### src/rtl/mmm_pkg.sv
// Shared core parameters and branch-queue types used by the fetch/execute
// branch tracking logic.
package mmm_pkg;

    localparam int XLEN   = 32;
    localparam int HLEN   = 10;
    localparam int OFFSET = 2;

    typedef struct packed {
        logic [XLEN-1:0] pc;
        logic            taken;
        logic [HLEN-1:0] index;
    } bpq_entry_t;

    typedef enum logic {
        RUN     = 1'b0,
        RECOVER = 1'b1
    } brq_state_t;

endpackage

### src/rtl/bpq_fifo.sv
// Circular buffer of in-flight branch entries with push, pop and a clear
// that empties the queue by collapsing head onto tail.
module bpq_fifo
    import mmm_pkg::*;
#(
    parameter int DEPTH = 8
) (
    input  logic                   clk_i,
    input  logic                   rst_n_i,
    input  logic                   push_i,
    input  bpq_entry_t             push_data_i,
    input  logic                   pop_i,
    input  logic                   clear_i,
    output bpq_entry_t             head_data_o,
    output logic [$clog2(DEPTH):0] count_o,
    output logic                   full_o,
    output logic                   empty_o
);

    localparam int PW = $clog2(DEPTH);

    bpq_entry_t    mem_q [DEPTH];
    logic [PW-1:0] head_q, head_d;
    logic [PW-1:0] tail_q, tail_d;
    logic [PW:0]   count_q, count_d;

    always_comb begin
        head_d  = head_q;
        tail_d  = tail_q;
        count_d = count_q;
        if (clear_i) begin
            head_d  = tail_q;
            count_d = '0;
        end else begin
            if (push_i) tail_d = tail_q + PW'(1);
            if (pop_i)  head_d = head_q + PW'(1);
            case ({push_i, pop_i})
                2'b10:   count_d = count_q + (PW+1)'(1);
                2'b01:   count_d = count_q - (PW+1)'(1);
                default: count_d = count_q;
            endcase
        end
    end

    always_ff @(posedge clk_i or negedge rst_n_i) begin
        if (!rst_n_i) begin
            head_q  <= '0;
            tail_q  <= '0;
            count_q <= '0;
        end else begin
            head_q  <= head_d;
            tail_q  <= tail_d;
            count_q <= count_d;
        end
    end

    // Entry storage needs no reset: count gates every read.
    always_ff @(posedge clk_i) begin
        if (push_i && !clear_i) begin
            mem_q[tail_q] <= push_data_i;
        end
    end

    assign head_data_o = mem_q[head_q];
    assign count_o     = count_q;
    assign full_o      = (count_q == (PW+1)'(DEPTH));
    assign empty_o     = (count_q == '0);

endmodule

### src/rtl/branch_resolve_queue.sv
// In-order branch tracker: matches fetch predictions with execute outcomes,
// drives the predictor update port and raises mispredict/redirect.
module branch_resolve_queue
    import mmm_pkg::*;
#(
    parameter int DEPTH = 8
) (
    input  logic            clk_i,
    input  logic            rst_n_i,
    input  logic            flush_i,
    input  logic            pred_valid_i,
    output logic            pred_ready_o,
    input  logic [XLEN-1:0] pred_pc_i,
    input  logic            pred_taken_i,
    input  logic [HLEN-1:0] pred_index_i,
    input  logic            res_valid_i,
    output logic            res_ready_o,
    input  logic            res_taken_i,
    input  logic [XLEN-1:0] res_target_i,
    output logic            upd_valid_o,
    output logic [HLEN-1:0] upd_index_o,
    output logic            upd_taken_o,
    output logic            mispredict_o,
    output logic [XLEN-1:0] redirect_pc_o,
    output brq_state_t      dbg_state_o
);

    // Handshakes: a transfer happens on a cycle where valid and ready are both
    // high at the rising edge; ready never depends on the matching valid.

    brq_state_t            state_q, state_d;
    logic                  upd_valid_q, upd_valid_d;
    logic [HLEN-1:0]       upd_index_q, upd_index_d;
    logic                  upd_taken_q, upd_taken_d;
    logic                  mispredict_q, mispredict_d;
    logic [XLEN-1:0]       redirect_pc_q, redirect_pc_d;

    bpq_entry_t            push_entry;
    bpq_entry_t            head_entry;
    logic [$clog2(DEPTH):0] fifo_count;
    logic                  fifo_full, fifo_empty;
    logic                  fifo_push, fifo_pop, fifo_clear;
    logic                  push_fire, pop_fire, mis;

    assign push_entry = '{pc: pred_pc_i, taken: pred_taken_i, index: pred_index_i};

    bpq_fifo #(.DEPTH(DEPTH)) u_fifo (
        .clk_i       (clk_i),
        .rst_n_i     (rst_n_i),
        .push_i      (fifo_push),
        .push_data_i (push_entry),
        .pop_i       (fifo_pop),
        .clear_i     (fifo_clear),
        .head_data_o (head_entry),
        .count_o     (fifo_count),
        .full_o      (fifo_full),
        .empty_o     (fifo_empty)
    );

    always_comb begin
        state_d       = state_q;
        pred_ready_o  = 1'b0;
        res_ready_o   = 1'b0;
        upd_valid_d   = 1'b0;
        upd_index_d   = upd_index_q;
        upd_taken_d   = upd_taken_q;
        mispredict_d  = 1'b0;
        redirect_pc_d = redirect_pc_q;

        if (state_q == RUN) begin
            pred_ready_o = !fifo_full;
            res_ready_o  = !fifo_empty;
        end

        push_fire = pred_valid_i && pred_ready_o;
        pop_fire  = res_valid_i && res_ready_o;
        mis       = pop_fire && (head_entry.taken != res_taken_i);

        // A mispredict squashes younger entries, including one arriving now.
        fifo_clear = flush_i || mis;
        fifo_push  = push_fire && !fifo_clear;
        fifo_pop   = pop_fire && !fifo_clear;

        case (state_q)
            RUN:     if (mis) state_d = RECOVER;
            RECOVER: state_d = RUN;
            default: state_d = RUN;
        endcase

        if (pop_fire && !flush_i) begin
            upd_valid_d = 1'b1;
            upd_index_d = head_entry.index;
            upd_taken_d = res_taken_i;
        end
        if (mis && !flush_i) begin
            mispredict_d  = 1'b1;
            redirect_pc_d = res_taken_i ? res_target_i : head_entry.pc + XLEN'(4);
        end

        if (flush_i) state_d = RUN;
    end

    always_ff @(posedge clk_i or negedge rst_n_i) begin
        if (!rst_n_i) begin
            state_q       <= RUN;
            upd_valid_q   <= 1'b0;
            upd_index_q   <= '0;
            upd_taken_q   <= 1'b0;
            mispredict_q  <= 1'b0;
            redirect_pc_q <= '0;
        end else begin
            state_q       <= state_d;
            upd_valid_q   <= upd_valid_d;
            upd_index_q   <= upd_index_d;
            upd_taken_q   <= upd_taken_d;
            mispredict_q  <= mispredict_d;
            redirect_pc_q <= redirect_pc_d;
        end
    end

    assign upd_valid_o   = upd_valid_q;
    assign upd_index_o   = upd_index_q;
    assign upd_taken_o   = upd_taken_q;
    assign mispredict_o  = mispredict_q;
    assign redirect_pc_o = redirect_pc_q;
    assign dbg_state_o   = state_q;

endmodule

### config.mk
export PLATFORM = sky130hd
export DESIGN_NAME = branch_resolve_queue
export DESIGN_NICKNAME = d
export VERILOG_FILES = /design/src/rtl/mmm_pkg.sv /design/src/rtl/bpq_fifo.sv /design/src/rtl/branch_resolve_queue.sv
export SDC_FILE = /design/constraint.sdc
export NUM_CORES = 1
export LEC_CHECK = 0
export CORE_UTILIZATION = 31
export DETAILED_ROUTE_END_ITERATION = 6
export PLACE_DENSITY = 0.56
export REMOVE_ABC_BUFFERS = 1
export SLEW_MARGIN = 20
export SYNTH_ARGS = -nofsm -noshare
export SYNTH_HDL_FRONTEND = slang
export SYNTH_SLANG_ARGS = --single-unit
### constraint.sdc
create_clock -name clk_i -period 6.3 [get_ports clk_i]
set_input_delay 1.575 -clock clk_i [delete_from_list [all_inputs] [get_ports clk_i]]
set_output_delay 1.575 -clock clk_i [all_outputs]
set_load 0.1 [all_outputs]
# After elaboration in Yosys (flattened, before gate mapping)
# Memories as Yosys holds them, arrays and structs flattened.
# Index checks and enable logic that the tools add are counted.
# Widths: inputs -> output; s select.
[word_totals]
register_bits = 56
latch_bits = 0
ramBits = 344
mem_bits_ro = 0
inputBits = 81
out_inout_bits = 48
wordCells = 52
mem_count = 1
[mem_list]
columns = ["memory", "words", "width", "rd", "rd_ports_with_merged_regs", "wr", "line", "text"]
rows = [
  ["u_fifo.mem_q", 8, 43, 1, 0, 1, "bpq_fifo.sv:22", "bpq_entry_t mem_q [DEPTH];"],
]
[classes]
n_addsub = 5
n_mul = 0
div = 0
order_cmp = 0
eq_ne = 4
shifts = 0
n_mux = 14
bitwise = 2
reduce_logical = 17
[ops]
columns = ["op", "n"]
rows = [
  ["$add 32x3->32 const B", 1],
  ["$mux 32", 1],
  ["$logic_and 1x1->1", 8],
  ["$mux 1", 8],
  ["$pmux 4 s2", 1],
  ["$add 3x1->3 const B", 2],
  ["$mux 3", 2],
  ["$add 4x1->4 const B", 1],
  ["$eq 4x4->1 const B", 1],
  ["$logic_not 1->1", 4],
  ["$logic_not 4->1", 1],
  ["$mux 4", 1],
  ["$sub 4x1->4 const B", 1],
  ["$reduce_bool 3->1", 1],
  ["$eq 2x1->1 const B", 1],
  ["$eq 2x2->1 const B", 1],
  ["$not 1->1", 2],
  ["$pmux 1 s2", 1],
  ["$reduce_and 2->1", 1],
  ["$reduce_bool 2->1", 1],
  ["$logic_or 1x1->1", 1],
  ["$ne 1x1->1", 1],
]

# Longest topological paths before layout
# Gate-level depths: netlist of the first run.
[logic_depth]
ltp_word = 11
mapped_depth = 12
ltp_nobuf = 10

# Modules after synthesis
# A second synthesis of the first run with hierarchy kept.
[unflattened]
hier_cells = 883
hier_area_um2 = 16281.9
[by_module_without_submodules]
columns = ["mod", "instances", "cells_each", "area_each_um2", "seq_area_each_um2"]
rows = [
  ["bpq_fifo", 1, 569, 13686.9, 10580.1],
  ["branch_resolve_queue", 1, 314, 2595.0, 1151.1],
]

# Least setup slack after synthesis of the first run
# No wires, ideal clock.
[synth_path]
path_type = "reg2reg"
startpoint = "register state_q, in the netlist dbg_state_o"
endpoint = "memory u_fifo.mem_q[0][0] (netlist name), enable pin"
setup_ps = 550
arrival_ps = 7114
t_required_ps = 5750
slack_ps = -1364
stages_incl_launch_ff = 6
n_path_buf = 1
period_less_slack_ps = 7664
path_cell_list = "dfrtp_1 > a21oi_1 > and2_0 > clkbuf_1 > nand2_1 > nor4_1"
[synth_between]
word_cells_on_any_way = 11
classes_between = "mux: 4; reduce/logical: 7"
[synth_lines]
columns = ["element", "line", "text"]
rows = [
  ["start: declaration", "branch_resolve_queue.sv:31", "brq_state_t state_q, state_d;"],
  ["start signal: assignment", "branch_resolve_queue.sv:112", "state_q <= state_d;"],
  ["$mux 1", "branch_resolve_queue.sv:70", "if (state_q == RUN) begin"],
  ["net pred_ready_o", "branch_resolve_queue.sv:12", "output logic pred_ready_o,"],
  ["$logic_and 1x1->1", "branch_resolve_queue.sv:75", "push_fire = pred_valid_i && pred_ready_o;"],
  ["$logic_and 1x1->1", "branch_resolve_queue.sv:81", "fifo_push = push_fire && !fifo_clear;"],
  ["$logic_and 1x1->1", "bpq_fifo.sv:59", "if (push_i && !clear_i) begin"],
  ["$mux 1", "bpq_fifo.sv:59", ""],
  ["$mux 1 (not written as such)", "bpq_fifo.sv:60", "mem_q[tail_q] <= push_data_i;"],
  ["end: declaration", "bpq_fifo.sv:22", ""],
]
# The timed path passes the listed nets, and every way through them passes these cells.

# Final worst setup path of the first run
[layout_path]
startpoint = "register u_fifo.count_q[3], in the netlist u_fifo.count_o[3]"
endpoint = "output port res_ready_o"
[layout_between]
elab_chain_len = 3
[layout_rtl]
columns = ["element", "line", "text"]
rows = [
  ["start: declaration", "bpq_fifo.sv:25", "logic [PW:0] count_q, count_d;"],
  ["start signal: assignment", "bpq_fifo.sv:53", "count_q <= count_d;"],
  ["$logic_not 4->1", "bpq_fifo.sv:67", "assign empty_o = (count_q == '0);"],
  ["$logic_not 1->1", "branch_resolve_queue.sv:72", "res_ready_o = !fifo_empty;"],
  ["$mux 1", "branch_resolve_queue.sv:70", ""],
  ["end: declaration", "branch_resolve_queue.sv:17", "output logic res_ready_o,"],
]
# Every way passes these cells.

==> impl_metrics.yaml, run 1 <==
worst_setup_path:
  r2r-start: "u_fifo.head_q[1]$_DFFE_PN0P_"
  reg2reg_to: "redirect_pc_o[30]$_DFFE_PN0P_"
  r2r_setup_slack_ps: 2040
  worst-endpoint-required_ps: 4720
  critPathArrivalTime_ps: 2740
  reg2regPathDepth: 10
  critical_path.startpoint_type: "flip-flop"
  timing.critical_path.from: "u_fifo.count_o[3]$_DFFE_PN0P_"
  worstSetupPathType: "reg -> out"
  critical_path_peak_fanout: 4
  critical_path.endpoint_type: "primary output"
synthesis:
  synth_xor_xnor_area_share_pct: 1.51
  yosys_warnings: 0
  synth-edff-count: 344
  async_reset_ff_share_pct: 14.0
  synth_compound_gate_area_share_pct: 3.49
  synthesized_cell_area_um2: 16300
  synth_simple_gate_area_share_pct: 5.08
  main_combinational_cell_family_by_area_after_synthesis: "multiplexers"
  synth_cells: 859
  yosys.area_share.adder_pct: 0.508
  syn_avg_cell_area_um2: 18.9
  ys_dominant_reg_cell: "edfxtp_1"
  ys_seq_area_share_pct: 72.1
  postSynthRegisterBits: 400
  synth.lib_cells_used.distinct: 65
  synth.mux.area_fraction_pct: 15.3
timing:
  final_min_period_over_clock_period_pct: 68.5
  maxClockFrequency_ghz: 0.232
  finalCriticalPeriod_ps: 4310
  timing.final.setup_violations: 0
  skew_ps: 17.7
  finalHoldViolCount: 0
  finalSetupTns_ps: 0
  slew_violations: 0
  final.setup.worst_slack_ps: 1990
  slew_worst_pin_ps: 1080
  timing.slew.headroom_pct: 27.9
  grt_setup_unrepaired: "no"
hold_path:
  hp-class: "reg -> reg"
  min_to: "redirect_pc_o[7]$_DFFE_PN0P_"
  worst_hold_path_cell_count: 2
  min_delay_startpoint: "redirect_pc_o[7]$_DFFE_PN0P_"
placed_design:
  hpwl_mm: 23.1
  placement.setup.worst_slack_ps: 1720
  io_buffers: 128
  gp_routability_congestion: 0.719
cells_and_area:
  layout_commonest_cell: "edfxtp_1"
  layout_common_cells: "edfxtp_1, clkdlybuf4s50_1, mux4_2"
  finalNetCount: 1094
  fin_util_pct: 38.1
  drive_above_1_share_pct: 19.8
  area.growth.synth_to_final_pct: 20.8
clock_network:
  clock-sinks: 400
  clkTransAtPathRegs_ps: 60
  cts_tree: "built"
  cts_htree_levels: 2
  cts-root-buf: "clkbuf_16"
  tritoncts.num_buffers: 43
  post_cts_hold_buffer_count: 0
  cts_post_setup_buffers_inserted: 0
  clock_path_buffers: 3
  post_cts_resize_count: 0
  clock_insertion_delay_worst_skew_ps: 560
global_routing:
  groute.usage.overall_pct: 14.4
  via_count_of_the_first_global_routing_pass: 8979
  grt.overflow.total: 0
  grt_start_max_net_pins: 57
  grt_pass1_wl_mm: 56.8
  grt_antenna_before_repair: 6
routing:
  routed_len_inst_um: 22.2
  vias_per_cell: 4.90
  ant_nets: 0
  drt-total-wl_mm: 38.1
  first_iter_violations: 485
  vias: 8425
  first_pass_iters: 4
  residual_drc_count: 0
floorplan:
  num_rows: 83
  floorplan.die.width_um: 231
  initial_core_util_pct: 31.5
  design.die.area_um2: 53400
  io_pins: 129
  placeableCoreArea_um2: 51600
  die_height_um: 231
power_and_ir_drop:
  cellPowerDensity_nw_per_um2: 486
  ir_drop_v: 0.000233
  leakage_nw: 6.49
run:
  timing.max_cap.violations: 0
status:
  run_status: "complete, no violations"
## cell families (layout without fill, tap and decap cells)
kind of cell / after synthesis / in the layout
flops: 400 / 400
mux: 136 / 136
xor+xnor: 28 / 28
simple gates: 141 / 141
compound gates: 97 / 97
fa+ha+maj: 6 / 6
other cells: 0 / 1
buf+inv: 51 / 231
## worst max-delay path: stages (launching register included)
cell             delay [ps]
dfrtp_1                 410
or4_1                   590
and2_1                  210
clkdlybuf4s50_1         970
## power by group
| part | leakage, nW | internal (W) | switching (W) |
|---|---|---|---|
| combinational | 2.07 | 0.00126 | 0.00236 |
| clock | 0.642 | 0.00138 | 0.00102 |
| sequential | 3.77 | 0.00323 | 0.000295 |
## registers in the layout, indices dropped and copies added (netlist names)
register / flops
upd_valid_o: 1
u_fifo.count_o: 4
u_fifo.mem_q: 344
redirect_pc_o: 32
upd_taken_o: 1
u_fifo.head_q: 3
dbg_state_o: 1
upd_index_o: 10
u_fifo.tail_q: 3
mispredict_o: 1
## metrics by stage
| step | hold WS [ps] | std cells | power (W) | area [um^2] |
|---|---|---|---|---|
| after floorplan | 458 | 814 | 0.00629 | 16000 |
| after global placement | 464 | 1641 | 0.00724 | 18300 |
| after detailed placement | 473 | 1642 | 0.00725 | 18300 |
| after CTS | 486 | 1719 | 0.00968 | 19600 |
| after global routing | 515 | 1719 | 0.00999 | 19600 |
| final | 482 | 1720 | 0.00956 | 19700 |
## cell usage after synthesis, drive strengths merged (3+ instances only)
cell type | n | share of area, %
o22ai | 12 | 0.46
mux2 | 8 | 0.55
o211ai | 3 | 0.14
xnor2 | 14 | 0.75
mux4 | 86 | 12
nor3 | 14 | 0.43
ha | 5 | 0.38
inv | 6 | 0.14
nand4 | 3 | 0.12
nand3 | 9 | 0.35
buf | 25 | 1.3
dfrtp | 56 | 8.6
nand2 | 33 | 0.78
o21a | 7 | 0.32
nand3b | 4 | 0.26
nor2 | 43 | 0.99
o21ai | 20 | 0.62
clkbuf | 20 | 0.46
a21oi | 41 | 1.3
and3 | 4 | 0.15
mux2i | 42 | 2.7
xor2 | 14 | 0.75
edfxtp | 344 | 64
nor4 | 15 | 1.1
## final cells by class
class | count | area [um^2]
fillers | 4676 | 32000
flip-flops and latches | 400 | 11700
multi-input cells | 408 | 4280
repair buffers | 148 | 1440
clock buffers | 54 | 1120
well taps | 680 | 851
clock inverters | 23 | 201
inverters | 6 | 22.5
diodes | 1 | 2.50
## per-layer routing
| metal | part of all wire (%) | routed length (um) | track usage (%) | vias to the layer above |
|---|---|---|---|---|
| li1 | - | - | - | 3763 |
| met1 | 44 | 16900 | 19.1 | 4405 |
| met2 | 49 | 18500 | 23.9 | 185 |
| met3 | 4.9 | 1860 | 2.92 | 64 |
| met4 | 2.2 | 828 | 4.30 | 8 |
| met5 | 0.14 | 53 | 0 | - |
## how the worst max path moves through the flow
stage,endpoint,slack (ps)
6_report,res_ready_o,1990
5_1_grt,redirect_pc_o[26]$_DFFE_PN0P_,1710
4_1_cts,res_ready_o,1950
3_5_place_dp,redirect_pc_o[16]$_DFFE_PN0P_,1720
3_3_place_gp,u_fifo.mem_q[6][40]$_DFFE_PP_,1660
2_1_floorplan,u_fifo.mem_q[0][0]$_DFFE_PP_,-2270
No activity file was read; power rests on OpenSTA's default activity.
==> run 2, diff against run 1 <==
- clock period: 6.3 -> 3.72 ns (I/O delays scaled with it)
==> run 2 against run 1 <==
  * Die area is the same
  * Largest cell class unchanged
  * Largest power group unchanged
  * Sequential power grew 67%
  * Combinational power grew 73%
  * Register-to-register slack lost 1600 ps
  * Global-route usage grew 0.17 points
  * Power grew 73%
  * Highest routed layer unchanged
  * Worst hold slack lost 3.0 ps
  * Cell area grew 1.5%
  * Non-clock buffer count grew 17
  * Clock power grew 81%
  * Via count grew 0.40%
==> impl_metrics.yaml, run 2 (synthesis results as in run 1) <==
worst_setup_path:
  timing.critical_path.from: "u_fifo.head_q[1]$_DFFE_PN0P_"
  worst-endpoint-required_ps: 4190
  reg2reg_to: "u_fifo.count_o[3]$_DFFE_PN0P_"
  cp_cell_sequence: "mux4_2 > mux2i_1 > xnor2_1 > nor4_1 > ha_1 > a21o_1 > a21oi_1 > nor3_1 > a221o_1 > a211oi_1"
  end_of_the_critical_path: "u_fifo.count_o[3]$_DFFE_PN0P_"
  critical_path_cell_count: 10
  r2r_setup_slack_ps: 440
  reg2regPathDepth: 10
  critPathTopFamily: "compound AO/OA/AOI/OAI gates"
  critical_path.n_buffers_inverters: 0
  critPathArrivalTime_ps: 3750
  critical-path-slowest-cell: "dfrtp_4"
  critical_path_peak_fanout: 9
  critical_path.endpoint_type: "flip-flop"
  worstSetupPathType: "reg -> reg"
  critical_path.startpoint_type: "flip-flop"
  cpPeakStageDelay_ps: 520
  r2r-start: "u_fifo.head_q[1]$_DFFE_PN0P_"
routing:
  ant_nets: 0
  routed_len_inst_um: 22.0
  vias_per_cell: 4.86
  residual_drc_count: 0
  drt-total-wl_mm: 38.4
  first_pass_iters: 4
  vias: 8459
  first_iter_violations: 478
cells_and_area:
  layout_commonest_cell: "edfxtp_1"
  n_antenna_cell: 0
  drive_above_1_share_pct: 24.9
  area.growth.synth_to_final_pct: 22.7
  area_of_all_placed_cells_without_fillers_um2: 19900
  finalNetCount: 1112
  final_cell_count_no_fill: 1741
  largest_reg_flops: 344
  largest-register: "u_fifo.mem_q"
  layout_common_cells: "edfxtp_1, clkdlybuf4s50_1, mux4_2"
  fin_util_pct: 38.6
status:
  run_status: "complete, no violations"
power_and_ir_drop:
  switching_power_w: 0.00631
  leakage_nw: 6.69
  netSwitchingFraction_pct: 38.3
  cellInternalPower_w: 0.0102
  cellPowerDensity_nw_per_um2: 827
  p_clk_share_pct: 26.3
  ir_drop_v: 0.000324
  pwr-share-comb_pct: 38.1
  power_frac_seq_pct: 35.6
timing:
  timing.final.setup_violations: 0
  slew_violations: 0
  maxClockFrequency_ghz: 0.305
  skew_ps: 36.1
  final.setup.worst_slack_ps: 442
  finalHoldViolCount: 0
  timing.slew.headroom_pct: 33.1
  final.hold.worst_slack_ps: 479
  final_min_period_over_clock_period_pct: 88.1
  finalCriticalPeriod_ps: 3280
  grt_setup_unrepaired: "no"
  slew_worst_pin_ps: 1000
clock_network:
  post_cts_resize_count: 0
  cts_post_setup_buffers_inserted: 0
  clock_path_buffers: 3
  cts_htree_levels: 2
  cts_tree: "built"
  clkTransAtPathRegs_ps: 60
  cts-root-buf: "clkbuf_16"
  clock-sinks: 400
  tritoncts.num_buffers: 44
  clock_insertion_delay_worst_skew_ps: 600
  post_cts_hold_buffer_count: 0
placed_design:
  io_buffers: 128
  place_area_um2: 18500
  placed_cells: 1659
  placement.setup.worst_slack_ps: 298
  hpwl_mm: 23.3
  gp_routability_congestion: 0.732
global_routing:
  via_count_of_the_first_global_routing_pass: 8915
  groute.usage.overall_pct: 14.6
  grt.overflow.total: 0
  grt_start_max_net_pins: 57
  grt_antenna_before_repair: 3
  grt_pass1_wl_mm: 57.5
floorplan:
  design.die.area_um2: 53400
  num_rows: 83
  die_height_um: 231
  io_pins: 129
  initial_core_util_pct: 31.5
  floorplan.die.width_um: 231
  placeableCoreArea_um2: 51600
hold_path:
  hp-class: "in -> async"
run:
  timing.max_cap.violations: 0
run 2: cell count changes in the layout (fill, tap and decap cells not counted), sizes merged, moves of 3 or more:
cell	previous run	this run
buf	22	80
clkbuf	54	58
inv	10	7
clkinv	14	18
clkdlybuf4s50	126	85
run 2: cell type report:
cell class                      count  area [um^2]
Clock buffer                       58         1170
Fill cell                        4679        31700
Clock inverter                     24          289
Inverter                            6         22.5
Timing Repair Buffer              165         1600
Multi-Input combinational cell    408         4270
Tap cell                          680          851
Sequential cell                   400        11700
run 2: worst min path at each step:
stage / from / end / slack [ps] / depth (start not counted)
4_1_cts: redirect_pc_o[5]$_DFFE_PN0P_ / redirect_pc_o[5]$_DFFE_PN0P_ / 490 / 2
6_report: rst_n_i / redirect_pc_o[3]$_DFFE_PN0P_ / 480 / 1
2_1_floorplan: u_fifo.count_o[3]$_DFFE_PN0P_ / u_fifo.count_o[3]$_DFFE_PN0P_ / 460 / 1
3_3_place_gp: redirect_pc_o[2]$_DFFE_PN0P_ / redirect_pc_o[2]$_DFFE_PN0P_ / 460 / 2
3_5_place_dp: redirect_pc_o[5]$_DFFE_PN0P_ / redirect_pc_o[5]$_DFFE_PN0P_ / 470 / 2
5_1_grt: redirect_pc_o[14]$_DFFE_PN0P_ / redirect_pc_o[14]$_DFFE_PN0P_ / 510 / 1
run 2: power groups by stage:
stage	Combinational [W]	Clock, W	Sequential, W
6_report	0.00628	0.00434	0.00588
3_3_place_gp	0.00633	0	0.00596
5_1_grt	0.00668	0.00462	0.00596
3_5_place_dp	0.00637	0	0.00597
2_1_floorplan	0.00280	0	0.00785
4_1_cts	0.00638	0.00445	0.00589
run 2: layer usage:
| metal | track usage, % | share of wire [%] |
|---|---|---|
| met5 | 0 | 0.10 |
| met4 | 3.93 | 1.8 |
| met3 | 2.85 | 4.4 |
| met2 | 24.0 | 48 |
| met1 | 19.7 | 45 |
run 2: stage by stage:
stage | total power [W] | TNS (ps)
finish | 0.0165 | 0
global route | 0.0173 | 0
CTS | 0.0167 | 0
detailed placement | 0.0123 | 0
global placement | 0.0123 | 0
floorplan | 0.0106 | -1258900
